$ cat src/rtl/word_serializer_if.sv
// Handshake and serial-out bundle for word_serializer.
// The slave side is the serializer; the master side feeds words in.
interface word_serializer_if #(
  parameter int W = 8
);
  logic         load_valid;
  logic [W-1:0] load_data;
  logic         load_ready;
  logic         frame_clr;
  logic         ser_bit;
  logic         ser_valid;
  logic         ser_last;

  modport master (
    output load_valid,
    output load_data,
    input  load_ready,
    input  frame_clr,
    input  ser_bit,
    input  ser_valid,
    input  ser_last
  );

  modport slave (
    input  load_valid,
    input  load_data,
    output load_ready,
    output frame_clr,
    output ser_bit,
    output ser_valid,
    output ser_last
  );
endinterface

$ cat src/rtl/word_serializer.sv
// Parallel-in, LSB-first serial-out feeder with a frame-clear pulse
// ahead of each word for the downstream two's-complement stage.
module word_serializer #(
  parameter int W = 8
) (
  input  logic                t_clk,
  input  logic                r,
  word_serializer_if.slave    bus
);
  localparam int CW = (W > 1) ? $clog2(W) : 1;
  localparam logic [CW-1:0] LAST = CW'(W - 1);

  typedef enum logic [1:0] {
    IDLE,
    CLR,
    SHIFT
  } state_e;

  state_e        state_q, state_d;
  logic [W-1:0]  sh_q, sh_d;
  logic [CW-1:0] cnt_q, cnt_d;
  logic          at_last;
  logic          accept;

  assign at_last = (state_q == SHIFT) && (cnt_q == LAST);

  // Only load_ready looks at r combinationally.
  assign bus.load_ready = ~r & ((state_q == IDLE) | at_last);
  assign accept = bus.load_valid & bus.load_ready;

  always_ff @(posedge t_clk) begin
    if (r) begin
      state_q <= IDLE;
      sh_q    <= '0;
      cnt_q   <= '0;
    end else begin
      state_q <= state_d;
      sh_q    <= sh_d;
      cnt_q   <= cnt_d;
    end
  end

  always_comb begin
    state_d = state_q;
    sh_d    = sh_q;
    cnt_d   = cnt_q;
    unique case (state_q)
      IDLE: begin
        if (accept) begin
          state_d = CLR;
          sh_d    = bus.load_data;
          cnt_d   = '0;
        end
      end
      CLR: begin
        state_d = SHIFT;
      end
      SHIFT: begin
        if (cnt_q != LAST) begin
          sh_d  = sh_q >> 1;
          cnt_d = cnt_q + 1'b1;
        end else if (accept) begin
          state_d = CLR;
          sh_d    = bus.load_data;
          cnt_d   = '0;
        end else begin
          state_d = IDLE;
        end
      end
      default: begin
        state_d = IDLE;
      end
    endcase
  end

  assign bus.frame_clr = (state_q == CLR);
  assign bus.ser_valid = (state_q == SHIFT);
  assign bus.ser_bit   = (state_q == SHIFT) & sh_q[0];
  assign bus.ser_last  = at_last;
endmodule

$ cat src/flat_wrapper.sv
// flat-port wrapper written by rule: the top's interface ports become plain ports
module word_serializer_flat 
#(
  parameter int W = 8
)
  (t_clk, r, bus_load_valid, bus_load_data, bus_load_ready, bus_frame_clr, bus_ser_bit, bus_ser_valid, bus_ser_last);
  word_serializer_if #(.W(W)) bus_i ();
  input  logic t_clk;
  input  logic r;
  input wire logic [$bits(bus_i.load_valid)-1:0] bus_load_valid;
  input wire logic [$bits(bus_i.load_data)-1:0] bus_load_data;
  output wire logic [$bits(bus_i.load_ready)-1:0] bus_load_ready;
  output wire logic [$bits(bus_i.frame_clr)-1:0] bus_frame_clr;
  output wire logic [$bits(bus_i.ser_bit)-1:0] bus_ser_bit;
  output wire logic [$bits(bus_i.ser_valid)-1:0] bus_ser_valid;
  output wire logic [$bits(bus_i.ser_last)-1:0] bus_ser_last;
  assign bus_i.load_valid = bus_load_valid;
  assign bus_i.load_data = bus_load_data;
  assign bus_load_ready = bus_i.load_ready;
  assign bus_frame_clr = bus_i.frame_clr;
  assign bus_ser_bit = bus_i.ser_bit;
  assign bus_ser_valid = bus_i.ser_valid;
  assign bus_ser_last = bus_i.ser_last;
  word_serializer #(.W(W)) u_core (.t_clk(t_clk), .r(r), .bus(bus_i));
endmodule
$ cat config.mk
export PLATFORM = sky130hd
export DESIGN_NAME = word_serializer_flat
export DESIGN_NICKNAME = d
export VERILOG_FILES = /design/src/rtl/word_serializer_if.sv /design/src/rtl/word_serializer.sv /design/src/flat_wrapper.sv
export SDC_FILE = /design/constraint.sdc
export NUM_CORES = 1
export LEC_CHECK = 0
export CAP_MARGIN = 25
export CORE_MARGIN = 5
export CORE_UTILIZATION = 48
export DETAILED_ROUTE_END_ITERATION = 7
export PLACE_DENSITY = 0.79
export SYNTH_ARGS = -nofsm -noshare
export SYNTH_HDL_FRONTEND = slang
export SYNTH_SLANG_ARGS = --single-unit
$ cat constraint.sdc
create_clock -name t_clk -period 1.7 [get_ports t_clk]
set_input_delay 0.17 -clock t_clk [delete_from_list [all_inputs] [get_ports t_clk]]
set_output_delay 0.17 -clock t_clk [all_outputs]
set_load 0.03 [all_outputs]
==> results.sh <==
export IMPL_reg2regPathDepth=7
export IMPL_fin_setup_tns_ns=0
export IMPL_power_frac_seq_pct=45.7
export IMPL_wire_per_inst_um=15.81
export IMPL_cts_tree="done"
export IMPL_start_kind="register"
export IMPL_ys_ff_latch=13
export IMPL_cp_end_kind="output pin"
export IMPL_period_share_pct=95.90
export IMPL_layout_drive_gt1_share_pct=25.49
export IMPL_drc=0
export IMPL_ys_warn_count=0
export IMPL_antenna_found_initial=0
export IMPL_reg2reg_setup_slack_ns=0.13
export IMPL_min_period_ns=1.630
export IMPL_seq_area_frac_synth_pct=35.31
export IMPL_synth_area_leaders="dfxtp_1 35%, a2111oi_2 12%, o2bb2ai_1 7.1%, a21oi_1 6.1%, nor3_1 4.8%"
export IMPL_worst_path_buf_inv=2
export IMPL_intPower_uw=523.8
export IMPL_r2r_start="u_core.cnt_q[0]"
export IMPL_num_vias=708
export IMPL_die_y_um=49.19
export IMPL_start_util_pct=49.50
export IMPL_hold_class="input pin to register"
export IMPL_r2r_end="u_core.sh_q[4]"
export IMPL_port_buffers=15
export IMPL_cp_max_fo=12
export IMPL_path_cells="ha_2 > ha_4 > nor2b_4 > buf_12 > nor3_2 > buf_4"
export IMPL_cts_buffers=3
export IMPL_ir_drop_v=0.0005954
export IMPL_drt_first_pass_iters=4
export IMPL_fin_skew_ns=0.005835
export IMPL_grt_pass1_wl_um=3008
export IMPL_holdPathStages=3
export IMPL_max_stage_delay_ns=0.33
export IMPL_synthArstFlopShare_pct=0
export IMPL_grt_max_degree=24
export IMPL_total_power_uw=766.9
export IMPL_htreeDepth=1
export IMPL_syn_avg_cell_area_um2=8.987
export IMPL_die_w_um=49.19
export IMPL_place_gp_congestion=0.8044
export IMPL_worst_ep_required_time_ns=1.53
export IMPL_cts_root_buf="clkbuf_4"
export IMPL_max_slew_margin_pct=78.97
export IMPL_postRouteAntennaNets=0
export IMPL_clkLatencyLatePin_ns=0.29
export IMPL_pwr_density_cell_mw_per_mm2=770.0
export IMPL_finalHoldViolations=0
export IMPL_arrival_ns=1.46
export IMPL_synth_cells=82
export IMPL_ctsLongestPathBuffers=2
export IMPL_grtUsageTotal_pct=15.69
export IMPL_switching_power_uw=243.1
export IMPL_path_clk_slew_ns=0.08
export IMPL_setup_viol=0
export IMPL_rsz0062_at_grt="no"
export IMPL_grt_overflow=0
export IMPL_nets=116
export IMPL_cts_hold_buf=0
export IMPL_worstMarginPinSlew_ns=0.3150
export IMPL_area_delta_synth_final_pct=35.14
export IMPL_cp_slowest_cell="dfxtp_2"
export IMPL_hp_start="bus_load_data[7]"
export IMPL_path_class="register to output pin"
export IMPL_hpwl_um=1233
export IMPL_grt_pass1_vias=645
export IMPL_syn_cell_area_um2=737.0
export IMPL_synth_ff_type="dfxtp_1"
export IMPL_combPwrFrac_pct=27.7
export IMPL_via_per_inst=6.000
export IMPL_top_level_ports=16
export IMPL_cts_sinks=13
export IMPL_antennaDiodeCount=0
export IMPL_hold_end="u_core.sh_q[7]"
export IMPL_die_area_mm2=0.002419
export IMPL_path_delay_family="adder cells"
export IMPL_drt_iter0_drc=19
export IMPL_p_leak_uw=0.0003746
export IMPL_rows=14
export IMPL_synth_edf_count=0
export IMPL_syn_nets=95
export IMPL_p_clk_share_pct=26.5
export IMPL_maxSlewViolCount=0
export IMPL_synth_distinct_cells=27
export IMPL_fmax_ghz=0.6134
export IMPL_synth_top_area_share_pct=35.31
export IMPL_synth_top_area_cell="dfxtp_1"
export IMPL_core_area_mm2=0.001489
export IMPL_status="completed"
export IMPL_critPathLaunch="u_core.cnt_q[0]"
export IMPL_drv_cap=0
export IMPL_finalWirelength_um=1866
export IMPL_swShare_pct=31.70
power groups by stage:
stage	logic, uW	registers (uW)	clock network, uW
after floorplan	137	351	0
after global placement	196	356	0
final	213	351	203
after global routing	231	354	226
after CTS	200	349	203
after detailed placement	200	356	0
cell families after synthesis:
kind of cell / count (synthesis) / share of synthesized area, %
adders and majority gates: 2 / 3.395
and+or+nand+nor: 32 / 24.62
AOI/OAI and AO/OA: 27 / 31.24
DFF: 13 / 35.31
buffers and inverters: 8 / 5.432
worst register-to-register path, cell delays in order, from the launching register on:
cell       delay, ns
dfxtp_2         0.33
ha_2            0.19
ha_4            0.17
nor2b_4         0.14
buf_4           0.13
clkbuf_16       0.14
nor3_1          0.05
a2111oi_2       0.32
how the worst max path moves through the flow:
stage,end,slack [ns],cells after the start
final,bus_load_ready,0.07,6
after global routing,bus_load_ready,0.003,6
after CTS,bus_load_ready,0.007,6
after detailed placement,u_core.cnt_q[0],0.09,5
after global placement,u_core.cnt_q[0],0.14,5
after floorplan,u_core.cnt_q[0],0.18,5
cells in the final DEF (no fill, tap or decap), drive strengths merged:
master and instances:
nor2 9, o2bb2ai 6, and2b 1, buf 8, and2 2, dfxtp 13, o221a 1, nand4 2
o21a 1, a21oi 9, clkbuf 5, nand2 4, dlymetal6s2s 1, dlygate4sd2 1, nor2b 2, or4 1
or2b 1, inv 3, a2111oi 6, nand2b 2, ha 2, o21ai 3, nor3 7, clkdlybuf4s50 10
nand3 1, o32ai 1
what timing repair did:
item,in CTS,in global routing
gates resized for setup,2,5
pin swaps,0,0
setup buffers,0,1
gates cloned,0,1
setup endpoints to repair,2,2
cell usage after synthesis, drive strengths merged, types with 2 or more instances:
cell type / number
nand2b: 2
a2111oi: 6
o2bb2ai: 6
o21ai: 3
and2: 2
nor3: 7
nor2: 9
nand4: 2
dfxtp: 13
nor2b: 2
ha: 2
inv: 3
nand2: 4
a21oi: 9
buf: 4
layer usage:
| metal | global-route usage, % | up-vias | wire [um] |
|---|---|---|---|
| met5 | 0 | - | 0 |
| met4 | 8.072 | 0 | 61 |
| met3 | 4.281 | 8 | 92 |
| met2 | 25.32 | 23 | 932 |
| met1 | 18.63 | 328 | 780 |
| li1 | - | 349 | - |
area by class of cell:
| class | instances | area [um^2] |
|---|---|---|
| multi-input cells | 61 | 456.7 |
| fillers | 119 | 493.0 |
| repair buffers | 21 | 219.0 |
| inverters | 3 | 11.26 |
| well taps | 16 | 20.02 |
| clock buffers | 4 | 26.28 |
| flip-flops and latches | 13 | 262.8 |
state kept, by name, summed over array words and instances (netlist names):
register / cells
u_core.sh_q: 8
u_core.cnt_q: 3
u_core.state_q: 2
per-stage QoR:
| step | hold slack, ns | area (um^2) | util [%] | setup WS [ns] | std cells |
|---|---|---|---|---|---|
| 6_report | 0.4548 | 996.0 | 66.89 | 0.06970 | 118 |
| 5_1_grt | 0.4739 | 996.0 | 66.89 | 0.003279 | 118 |
| 4_1_cts | 0.4572 | 945.9 | 63.53 | 0.007467 | 116 |
| 3_5_place_dp | 0.4526 | 918.4 | 61.68 | 0.08831 | 112 |
| 3_3_place_gp | 0.4481 | 918.4 | 61.68 | 0.1378 | 112 |
| 2_1_floorplan | 0.2460 | 742.0 | - | 0.1800 | 82 |
No activity file was read; power rests on OpenSTA's default activity.
